### src/rtl/trans_cu.sv
// Transmit control unit: queues 16-bit FIR results and sends each one to the
// UART transmitter as two bytes, MSB first, using the start/busy handshake.
module trans_cu #(
    parameter int DEPTH_LOG2 = 2
) (
    input  logic        clk,
    input  logic        rst,
    input  logic        fir_done,
    input  logic [15:0] fir_out,
    input  logic        TxD_busy,
    output logic        TxD_start,
    output logic [7:0]  TxD_data,
    output logic        fifo_empty,
    output logic        fifo_full,
    output logic        overflow
);
    localparam int DEPTH = 1 << DEPTH_LOG2;

    typedef enum logic [2:0] {IDLE, SEND_MSB, WAIT_MSB, SEND_LSB, WAIT_LSB} state_t;

    state_t                state, state_nx;
    logic [15:0]           mem [DEPTH];
    logic [DEPTH_LOG2-1:0] wr_ptr, rd_ptr;
    logic [DEPTH_LOG2:0]   count;
    logic [15:0]           hold, hold_nx;
    logic                  start_nx;
    logic [7:0]            data_nx;
    logic                  push, pop;

    assign fifo_empty = (count == '0);
    assign fifo_full  = (count == DEPTH[DEPTH_LOG2:0]);
    // full is judged before any pop this cycle, so a same-cycle pop never makes room
    assign push       = fir_done && !fifo_full;

    always_comb begin
        state_nx = state;
        start_nx = 1'b0;
        data_nx  = TxD_data;
        hold_nx  = hold;
        pop      = 1'b0;
        case (state)
            IDLE: begin
                if (!fifo_empty && !TxD_busy) begin
                    pop      = 1'b1;
                    hold_nx  = mem[rd_ptr];
                    start_nx = 1'b1;
                    data_nx  = mem[rd_ptr][15:8];
                    state_nx = SEND_MSB;
                end
            end
            SEND_MSB: state_nx = WAIT_MSB;
            WAIT_MSB: begin
                if (!TxD_busy) begin
                    start_nx = 1'b1;
                    data_nx  = hold[7:0];
                    state_nx = SEND_LSB;
                end
            end
            SEND_LSB: state_nx = WAIT_LSB;
            WAIT_LSB: if (!TxD_busy) state_nx = IDLE;
            default:  state_nx = IDLE;
        endcase
    end

    always_ff @(posedge clk or negedge rst) begin
        if (!rst) begin
            state     <= IDLE;
            TxD_start <= 1'b0;
            TxD_data  <= 8'h00;
            hold      <= 16'h0000;
        end else begin
            state     <= state_nx;
            TxD_start <= start_nx;
            TxD_data  <= data_nx;
            hold      <= hold_nx;
        end
    end

    always_ff @(posedge clk or negedge rst) begin
        if (!rst) begin
            wr_ptr   <= '0;
            rd_ptr   <= '0;
            count    <= '0;
            overflow <= 1'b0;
        end else begin
            if (push) wr_ptr <= wr_ptr + DEPTH_LOG2'(1);
            if (pop)  rd_ptr <= rd_ptr + DEPTH_LOG2'(1);
            case ({push, pop})
                2'b10:   count <= count + (DEPTH_LOG2+1)'(1);
                2'b01:   count <= count - (DEPTH_LOG2+1)'(1);
                default: count <= count;
            endcase
            if (fir_done && fifo_full) overflow <= 1'b1;
        end
    end

    // storage needs no reset: pointers and count define what is valid
    always_ff @(posedge clk) begin
        if (push) mem[wr_ptr] <= fir_out;
    end
endmodule

### config.mk
export PLATFORM = sky130hd
export DESIGN_NAME = trans_cu
export DESIGN_NICKNAME = d
export VERILOG_FILES = /design/src/rtl/trans_cu.sv
export SDC_FILE = /design/constraint.sdc
export NUM_CORES = 1
export LEC_CHECK = 0
export CORE_ASPECT_RATIO = 0.8
export CORE_MARGIN = 5
export CORE_UTILIZATION = 61
export DETAILED_ROUTE_END_ITERATION = 6
export PLACE_DENSITY = 0.82
export SLEW_MARGIN = 25
export SYNTH_ARGS = -nofsm -noshare
export SYNTH_HDL_FRONTEND = slang
export SYNTH_SLANG_ARGS = --single-unit
### constraint.sdc
create_clock -name clk -period 3.95 [get_ports clk]
set_input_delay 0.5925 -clock clk [delete_from_list [all_inputs] [get_ports clk]]
set_output_delay 0.5925 -clock clk [all_outputs]
set_load 0.02 [all_outputs]
---- Word-level counts from Yosys, hierarchy flattened ----
Memory sizes are Yosys's and may differ from the RTL's.
Index checks and enable logic that the tools add are counted.
cells by class
  multiplexer cells ....................... 14
  equal/unequal tests ..................... 10
  add/subtract/negate cells ............... 4
  reductions and logical operators ........ 13
operators with widths
  kind                                                                number
  8-bit 2-to-1 mux                                                    2
  8-bit one-hot mux with 2 select lines                               1
  3-bit one-hot mux with 5 select lines                               1
  3-bit 2-to-1 mux                                                    3
  3-bit by 2-bit == test with 1-bit output, second input constant     2
  3-bit == test, second input constant                                2
  3-bit logical NOT                                                   2
  2-bit inequality test, second input constant                        3
  3-bit one-hot mux with 2 select lines                               1
  3-bit AND reduction                                                 2
  1-bit 2-to-1 mux                                                    5
  2-bit by 1-bit adder with 2-bit output, second input constant       2
  2-bit nonzero test                                                  2
  3-bit by 1-bit adder with 3-bit output, second input constant       1
  3-bit by 1-bit == test with 1-bit output, second input constant     1
  1-bit logical AND                                                   3
  1-bit logical NOT                                                   3
  3-bit by 1-bit subtractor with 3-bit output, second input constant  1
  2-bit by 1-bit == test with 1-bit output, second input constant     1
  2-bit == test, second input constant                                1
  1-bit one-hot mux with 2 select lines                               1
  2-bit AND reduction                                                 1
storage, ports and cells
  memory bits (writable) .................. 64
  input port bits ......................... 20
  bits in registers ....................... 28
  memories kept ........................... 1
  output and inout bits ................... 12
  word-level logic and storage cells ...... 50
memories
  memory  words  bits a word  read ports  clocked after Yosys merged registers in  wr ports  RTL line  text
  mem     4      16           1           0                                        1         22        logic [15:0] mem [DEPTH];

---- Depth between registers and ports, before layout ----
Gate-level depths: netlist of the first run.
  word-level depth ........................ 7
  depth in mapped cells ................... 9
  mapped depth without buffers ............ 9

---- Least setup slack after synthesis of the first run ----
OpenSTA, ideal clock, no wires.
  kind .................................... input to register
  start point ............................. in TxD_busy
  end point ............................... reg count[2]
  arrival ................................. 2.292 ns
  setup time .............................. 0.079 ns
  path slack .............................. 1.579 ns
  path buffers ............................ 0
  stages on the path ...................... 8
  data required time ...................... 3.871 ns
  cells stage by stage .................... or3_4 > nor3_4 > ha_1 > inv_1 > fa_1 > xor2_1 > nor2_1 > xor2_1
on the way
  longest elaborated chain between the ends .. 6
  elaborated cells on any way between the ends .. 8
  classes of those cells .................. eq/ne (2); mux (3); reduce/logical (3)
ends and longest elaborated chain
  what                                                                                RTL line  text
  start, declared                                                                     10        input logic TxD_busy,
  1-bit logical NOT *                                                                 n/a
  1-bit logical AND *                                                                 43        if (!fifo_empty && !TxD_busy) begin
  1-bit 2-to-1 mux *                                                                  43
  1-bit 2-to-1 mux *                                                                  41        case (state)
  named net pop                                                                       28        logic push, pop;
  2-bit by 1-bit == test with 1-bit output / 2-bit == test (equally long branches)    88        case ({push, pop})
  3-bit one-hot mux with 2 select lines / 2-bit nonzero test (equally long branches)  n/a
  end signal, assigned                                                                89        2'b10: count <= count + (DEPTH_LOG2+1)'(1);
  end signal, assigned                                                                90        2'b01: count <= count - (DEPTH_LOG2+1)'(1);
  end signal, assigned                                                                91        default: count <= count;
  end, declared                                                                       24        logic [DEPTH_LOG2:0] count;
The timed path passes the listed nets; every way through them passes the cells marked *.
A chain may end at the register's enable or synchronous reset.

---- Worst setup path in the final report of the first run ----
Same ends and word-level chain as after synthesis.

==> results list, run 1 <==
* Mean post-synth cell area: 17.9 µm²
- Of the total power, the clock network draws 21.0%.
* Worst hold start: overflow
- In this run, synthesis produced a sequential element count of 92.
* 1st-iter DRT viols: 89
* Vias after detailed routing: 1,837
- Area taken by flip-flops and latches: 2620 µm²
- TritonCTS buffer count: 9
- Once detail routing completed, the nets flagged for antenna violations numbered 0.
- For this run, the post-layout net count is 263.
- Setup repair after global routing left no endpoint under its margin.
- Global routing used 18.4% of the available tracks across all layers.
- First-pass DRT Iterations: 4
* Cell variety after synth: 32
- Global-route congestion overflow total: 0
* Wirelength, routed: 6030 µm
* Per-cell routed wire length: 18.7 µm
- From left edge to right edge, the die measures 96.4 µm.
- Register clock-pin slew on the reported worst setup and hold paths: 0.08 ns
* Leading cell type in the layout, fill and taps excluded: sky130_fd_sc_hd__edfxtp_1
- Switching power: 1.02 mW
* Kind of critical path: in2reg
- Dividing the detail-routed via count by the number of cells gives 5.69.
- Yosys mapped a number of flops with a built-in enable equal to 64.
- DRC viols: 0
- Max Freq: 368 MHz
- The area growth from synthesis to layout is 15.8%.
* Library cell used as clock root buffer: sky130_fd_sc_hd__clkbuf_8
- For the final database, setup skew stands at 0.00848 ns.
* Layout cell share with drive strength beyond 1: 19.4%
- After filler insertion, the fill cell instance count of the layout stands at 392.
* Total number of placement rows: 25
- After floorplanning, the core was sized to cover 5850 µm².
- Endpoint, Worst Hold: overflow
- Along the worst path, the maximum fanout reaches 10.
- Count of instances resized after the clock tree is built: 0
- For the pin with the worst max-slew slack, the measured transition is 0.926 ns.
- Reg2Reg Launch Point: state[0]
- Peak VDD IR: 0.462 mV
* Floorplan die area: 7620 µm²
- Launch point of the critical path: TxD_busy
- Entering global routing, the biggest net connects 29 pins.
- Of the total power, the share spent switching nets is 31.7%.
- For this run, the register share of the synthesized area comes to 72.0%.
* Gate Count Post-Synth: 203
* Count of input and output buffers: 31
* Internal power summed over all cells: 2.19 mW
- The clock reaches the later pin of the worst-skew pair after 0.36 ns.
* Min Tclk post-route: 2.72 ns
- The number of max-slew violations in the final report came to 0.
- The worst register-to-register path has a depth of 8.
* Setup slack of the worst register-to-register path: 1.39 ns
- Among all flip-flop cells after synthesis, the most frequent one is sky130_fd_sc_hd__edfxtp_1.
- After clock tree synthesis, the setup repair step added 0 buffers.
- The clock passes through at most 2 buffers.
- Along the worst hold path, the cell count comes to 1.
- At the end of routability-driven placement, the weighted congestion stood at 0.733.
- Register share of total power: 48.6%
* Warnings from Yosys: 0
* Share of synthesized registers carrying an async set or reset: 30.4%
- The via count of the first global-routing pass is 1,935.
- Clock tree from TritonCTS: built
* Final period util: 68.8%
- The number of antenna diodes in the final layout is 0.
* # hold bufs at CTS: 0
- In this run the vertical extent of the chip is 79.1 µm.
* Final Hold Violating Endpoints: 0
* Final-layout setup total negative slack: 0 ns
- Arrival time of the worst setup path: 3.00 ns
- Status: finished, final reports clean
* Required @ worst endpoint: 4.23 ns
* Power per unit of standard cell area: 762 nW/µm²
- Max_cap viols: 0
- For this design the static power due to leakage is 1.50 nW.
* Endpoint of the worst-slack reg-to-reg timing path: count[2]
- Number of antenna violations at the first check in global routing: 0
* Number of cells in the finished layout apart from fillers: 323
* Cell Area, Synth: 3640 µm²
- Top-level I/O count: 32
* First-pass GRT wire length: 10,100 µm
- STA classifies the critical path endpoint as a flip-flop.
* Combinational Power Share: 30.4%
- Count of final setup violators: 0
- The worst setup path is launched from a primary input.
- Type of the worst min-delay path: reg2reg
- The worst pin sits at a relative slew slack of 38.2%.
- Once the floorplan was initialized, standard cells occupied 62.2% of the core.
- Area of the multi-input gates: 927 µm²
* Placed wire-length estimate: 3910 µm
- The top cell types in the final layout, fill and taps aside, are sky130_fd_sc_hd__edfxtp_1 (64), sky130_fd_sc_hd__clkdlybuf4s50_1 (31), sky130_fd_sc_hd__dfrtp_1 (27), sky130_fd_sc_hd__nand2_1 (18), sky130_fd_sc_hd__mux4_2 (16).
* Total Power Consumption: 3.21 mW
- After detailed placement, the design holds a cell count of 307.
- H-tree Lvls: 3
- Net Count, Synth: 229
* # clock sinks: 92
==> worst max-delay path: stages <==
cell and delay (ns):
sky130_fd_sc_hd__clkdlybuf4s50_1 0.46, sky130_fd_sc_hd__or3_4 0.37, sky130_fd_sc_hd__nor3_4 0.42, sky130_fd_sc_hd__ha_1 0.30, sky130_fd_sc_hd__inv_1 0.06, sky130_fd_sc_hd__fa_1 0.38, sky130_fd_sc_hd__xor2_1 0.15, sky130_fd_sc_hd__nor2_1 0.11
sky130_fd_sc_hd__xor2_1 0.15
==> how the worst max path moves through the flow <==
stage                to  slack, ns  cells after the start
2_1_floorplan  count[2]       1.58                      8
3_3_place_gp   count[2]       0.98                      9
3_5_place_dp   count[2]       0.92                      9
4_1_cts        count[2]       1.23                      9
5_1_grt        count[2]       1.14                      9
6_report       count[2]       1.23                      9
==> layout make-up <==
class	instances	share of cell area, %
sequential	92	62.2
timing repair buffer	33	7.72
inverter	6	0.534
tap	81	2.40
clock buffer	10	3.03
clock inverter	6	2.08
multi-input combinational	95	22.0
==> flip-flops by register name (all words and copies together) (netlist names) <==
name and flops:
wr_ptr 2, mem 64, count 3, TxD_data 8
rd_ptr 2, hold 8, state 3, TxD_start 1
overflow 1
==> power groups by stage <==
| stage | combinational [mW] | sequential, mW | clock [mW] |
|---|---|---|---|
| floorplan | 0.774 | 1.49 | 0 |
| global placement | 0.957 | 1.57 | 0 |
| detailed placement | 0.985 | 1.59 | 0 |
| CTS | 0.994 | 1.57 | 0.685 |
| global route | 1.08 | 1.61 | 0.733 |
| finish | 0.976 | 1.56 | 0.674 |
==> cells in the mapped netlist (all sizes together) (3+ instances only) <==
library cell | count | share of area (%)
edfxtp | 64 | 53
dfrtp | 28 | 19
nand2 | 18 | 1.9
mux4 | 16 | 9.9
buf | 9 | 1.8
mux2 | 9 | 2.8
a21oi | 8 | 1.1
a31oi | 8 | 1.4
and2 | 7 | 1.2
inv | 6 | 0.62
ha | 5 | 1.7
xor2 | 4 | 0.96
nor2 | 3 | 0.31
nor3 | 3 | 0.86
xnor2 | 3 | 0.72
==> metal layers <==
layer / global-route usage (%) / routed length [µm] / vias to the layer above
li1: - / - / 836
met1: 24.6 / 2560 / 935
met2: 28.7 / 3010 / 53
met3: 5.87 / 349 / 13
met4: 6.30 / 110 / 0
met5: 0 / 0 / -
==> kinds of logic (layout without fill, tap and decap cells) <==
| kind of cell | count (synthesis) | after routing | share of synthesized area (%) |
|---|---|---|---|
| buffers and inverters | 16 | 55 | 2.51 |
| flip-flops | 92 | 92 | 72.0 |
| AO/OA/AOI/OAI | 20 | 20 | 3.20 |
| AND/OR/NAND/NOR | 37 | 37 | 5.64 |
| multiplexers | 25 | 25 | 12.7 |
| XOR/XNOR | 7 | 7 | 1.68 |
| adder cells (fa/ha/maj) | 6 | 6 | 2.27 |
==> stage by stage <==
stage | util (%) | setup slack [ns] | hold WS, ns | instance area [µm²]
after CTS | 72.1 | 1.23 | 0.467 | 4220
after detailed placement | 68.4 | 0.919 | 0.448 | 4000
after global routing | 72.1 | 1.14 | 0.490 | 4220
after floorplan | - | 1.58 | 0.297 | 3640
after global placement | 68.4 | 0.981 | 0.441 | 4000
final | 72.1 | 1.23 | 0.466 | 4220
No activity file was read; power rests on OpenSTA's default activity.
==> run 2: changes to the inputs <==
--- a/config.mk
+++ b/config.mk
@@ -7,9 +7,9 @@
 export LEC_CHECK = 0
 export CORE_ASPECT_RATIO = 0.8
 export CORE_MARGIN = 5
-export CORE_UTILIZATION = 61
+export CORE_UTILIZATION = 57
 export DETAILED_ROUTE_END_ITERATION = 6
-export PLACE_DENSITY = 0.82
+export PLACE_DENSITY = 0.77
 export SLEW_MARGIN = 25
 export SYNTH_ARGS = -nofsm -noshare
 export SYNTH_HDL_FRONTEND = slang
==> constraint.sdc (replaced) <==
create_clock -name clk -period 2.8 [get_ports clk]
set_input_delay 0.42 -clock clk [delete_from_list [all_inputs] [get_ports clk]]
set_output_delay 0.42 -clock clk [all_outputs]
set_load 0.02 [all_outputs]
==> results list, run 2 (same netlist as run 1, synthesis figures left out) <==
- The worst path uses 84.5% of the clock period.
- Final-layout setup total negative slack: 0 ns
- The register with the most flip-flops in the layout has 64 of them.
- First-pass GRT wire length: 10,300 µm
* Core region area: 6310 µm²
- STA puts the critical path data arrival time at 1.95 ns.
- After clock tree synthesis, the setup repair step added 0 buffers.
- The later pin in the worst-skew pair is clocked with a latency of 0.35 ns.
- Commonest cells after routing, fill and taps aside: sky130_fd_sc_hd__edfxtp_1 (64), sky130_fd_sc_hd__clkdlybuf4s50_1 (31), sky130_fd_sc_hd__dfrtp_1 (28), sky130_fd_sc_hd__nand2_1 (18), sky130_fd_sc_hd__mux4_2 (16)
- Status: finished, final reports clean
* Floorplan die area: 8100 µm²
- Number of antenna violations at the first check in global routing: 0
* Worst reg-to-reg path cell count: 8
- Layout cell share with drive strength beyond 1: 20.5%
- Global-route congestion overflow total: 0
- Kind of critical path: reg2out
- The endpoint identified for the worst register-to-register timing path is count[2].
- Max_cap viols: 0
* Overall global routing resource usage: 17.3%
- The worst pin sits at a relative slew slack of 46.4%.
* Largest reg by FF count: mem
- Once layout is complete, the utilization of the core stands at 67.2%.
- Diode insertion count for antenna repair: 0
* Clock tree from TritonCTS: built
- Hold is met by 0.446 ns.
- The slowest stage of the critical path belongs to the cell sky130_fd_sc_hd__clkdlybuf4s50_1.
- Power per unit of standard cell area: 1050 nW/µm²
- Per-cell routed wire length: 18.2 µm
* Reg2Reg Launch Point: state[0]
- Worst clock skew: 0.0114 ns
- The worst setup path is launched from a flip-flop.
- For this design the top-level I/O count stands at 32.
- CTS saw 92 sinks.
- Leaving out fill and tap cells, the most frequent cell in the layout is sky130_fd_sc_hd__edfxtp_1.
* Placed wire-length estimate: 3990 µm
- Final-report max-slew violation count: 0
- DRC viols: 0
* Count of instances resized after the clock tree is built: 0
* Required @ worst endpoint: 2.38 ns
- Library cell used as clock root buffer: sky130_fd_sc_hd__clkbuf_8
- Vias after detailed routing: 1,836
- Number of instances in the placed design: 317
* Count of input and output buffers: 31
- After layout, the minimum clock period comes to 2.37 ns.
- For this block, the initial DRC count from the detailed router was 72.
- Type of the worst min-delay path: in2async
* TritonCTS buffer count: 9
- The first TritonRoute pass finished after 4 iterations.
- Peak VDD IR: 0.428 mV
- Setup slack on the worst reg-to-reg path comes out at 0.64 ns.
* H-tree Lvls: 3
- Once detail routing completed, the nets flagged for antenna violations numbered 0.
- Initial cell density of the core: 57.7%
- Compared with the post-synthesis result, the final layout area differs by 16.5%.
- Wirelength, routed: 6060 µm
* Total number of placement rows: 26
* Least-Margin Pin Slew: 0.803 ns
* Vertical extent of the die: 81.5 µm
- The critical path ends at fifo_empty.
- Setup repair after global routing missed its margin: no
* DP Worst Slack: 0.279 ns
- Registers with the most flip-flops: mem x64, TxD_data x8, hold x8
- Along the worst path, the maximum fanout reaches 5.
- Max Freq: 423 MHz
- Routability-driven placement finished with a final weighted congestion of 0.749.
- No sink is reached through more buffers than the 2 on the longest clock path.
- # hold bufs at CTS: 0
* Post-DR vias/cell: 5.51
- # nets final: 270
- The hold violation total from the final report came to 0.
* Max stage delay on crit path: 0.70 ns
- Crit-path cells: nor3_1 > clkdlybuf4s50_1
* Setup slack after layout: 0.434 ns
- Kind of end point of the critical path: output pin
- Die Span X: 99.4 µm
- Count of final setup violators: 0
- The analysis attributes to cell leakage a power of 1.52 nW.
- Maximum number of pins on one net before global-route repair: 29
* Register clock-pin slew on the reported worst setup and hold paths: 0.08 ns
- Launch point of the critical path: count[0]
* Number of cells in the finished layout apart from fillers: 333
- The via count of the first global-routing pass was 1,972.
==> run 2: final cells by class <==
type	instances	area, µm²
Sequential cell	92	2620
Fill cell	454	2070
Multi-Input combinational cell	95	927
Timing Repair Buffer	40	378
Clock buffer	12	135
Tap cell	84	105
Clock inverter	4	51.3
Inverter	6	22.5
==> run 2: metal layers <==
metal	up-vias	global-route usage (%)	share of wire (%)
met2	53	28.2	49
met3	7	5.77	6.0
met4	0	5.73	1.2
met1	929	22.2	44
met5	-	0	0
li1	847	-	-
==> run 2: worst max-delay path, delay by kind of cell (launching register included) <==
kind | cells | cell delay, ns
DFF | 1 | 0.43
and+or+nand+nor | 1 | 0.47
buffers and inverters | 1 | 0.70
==> run 2: where the power goes <==
part | internal, mW | switching [mW] | leakage (nW)
logic | 0.757 | 0.736 | 0.516
registers | 1.87 | 0.266 | 0.912
clock network | 0.414 | 0.424 | 0.0906
total | 3.04 | 1.43 | 1.52
==> run 2: worst min-delay path by stage <==
stage,start,endpoint,depth (start not counted)
final,rst,wr_ptr[1],2
after CTS,rst,TxD_data[5],2
after global placement,overflow,overflow,1
after detailed placement,overflow,overflow,1
after floorplan,rst,TxD_data[0],0
after global routing,rst,TxD_data[5],2
==> run 2: per-stage QoR <==
step	instance area, µm²	power (mW)
after floorplan	3640	3.19
after global placement	4060	3.62
after detailed placement	4060	3.69
after CTS	4240	4.53
after global routing	4240	4.77
final	4240	4.47
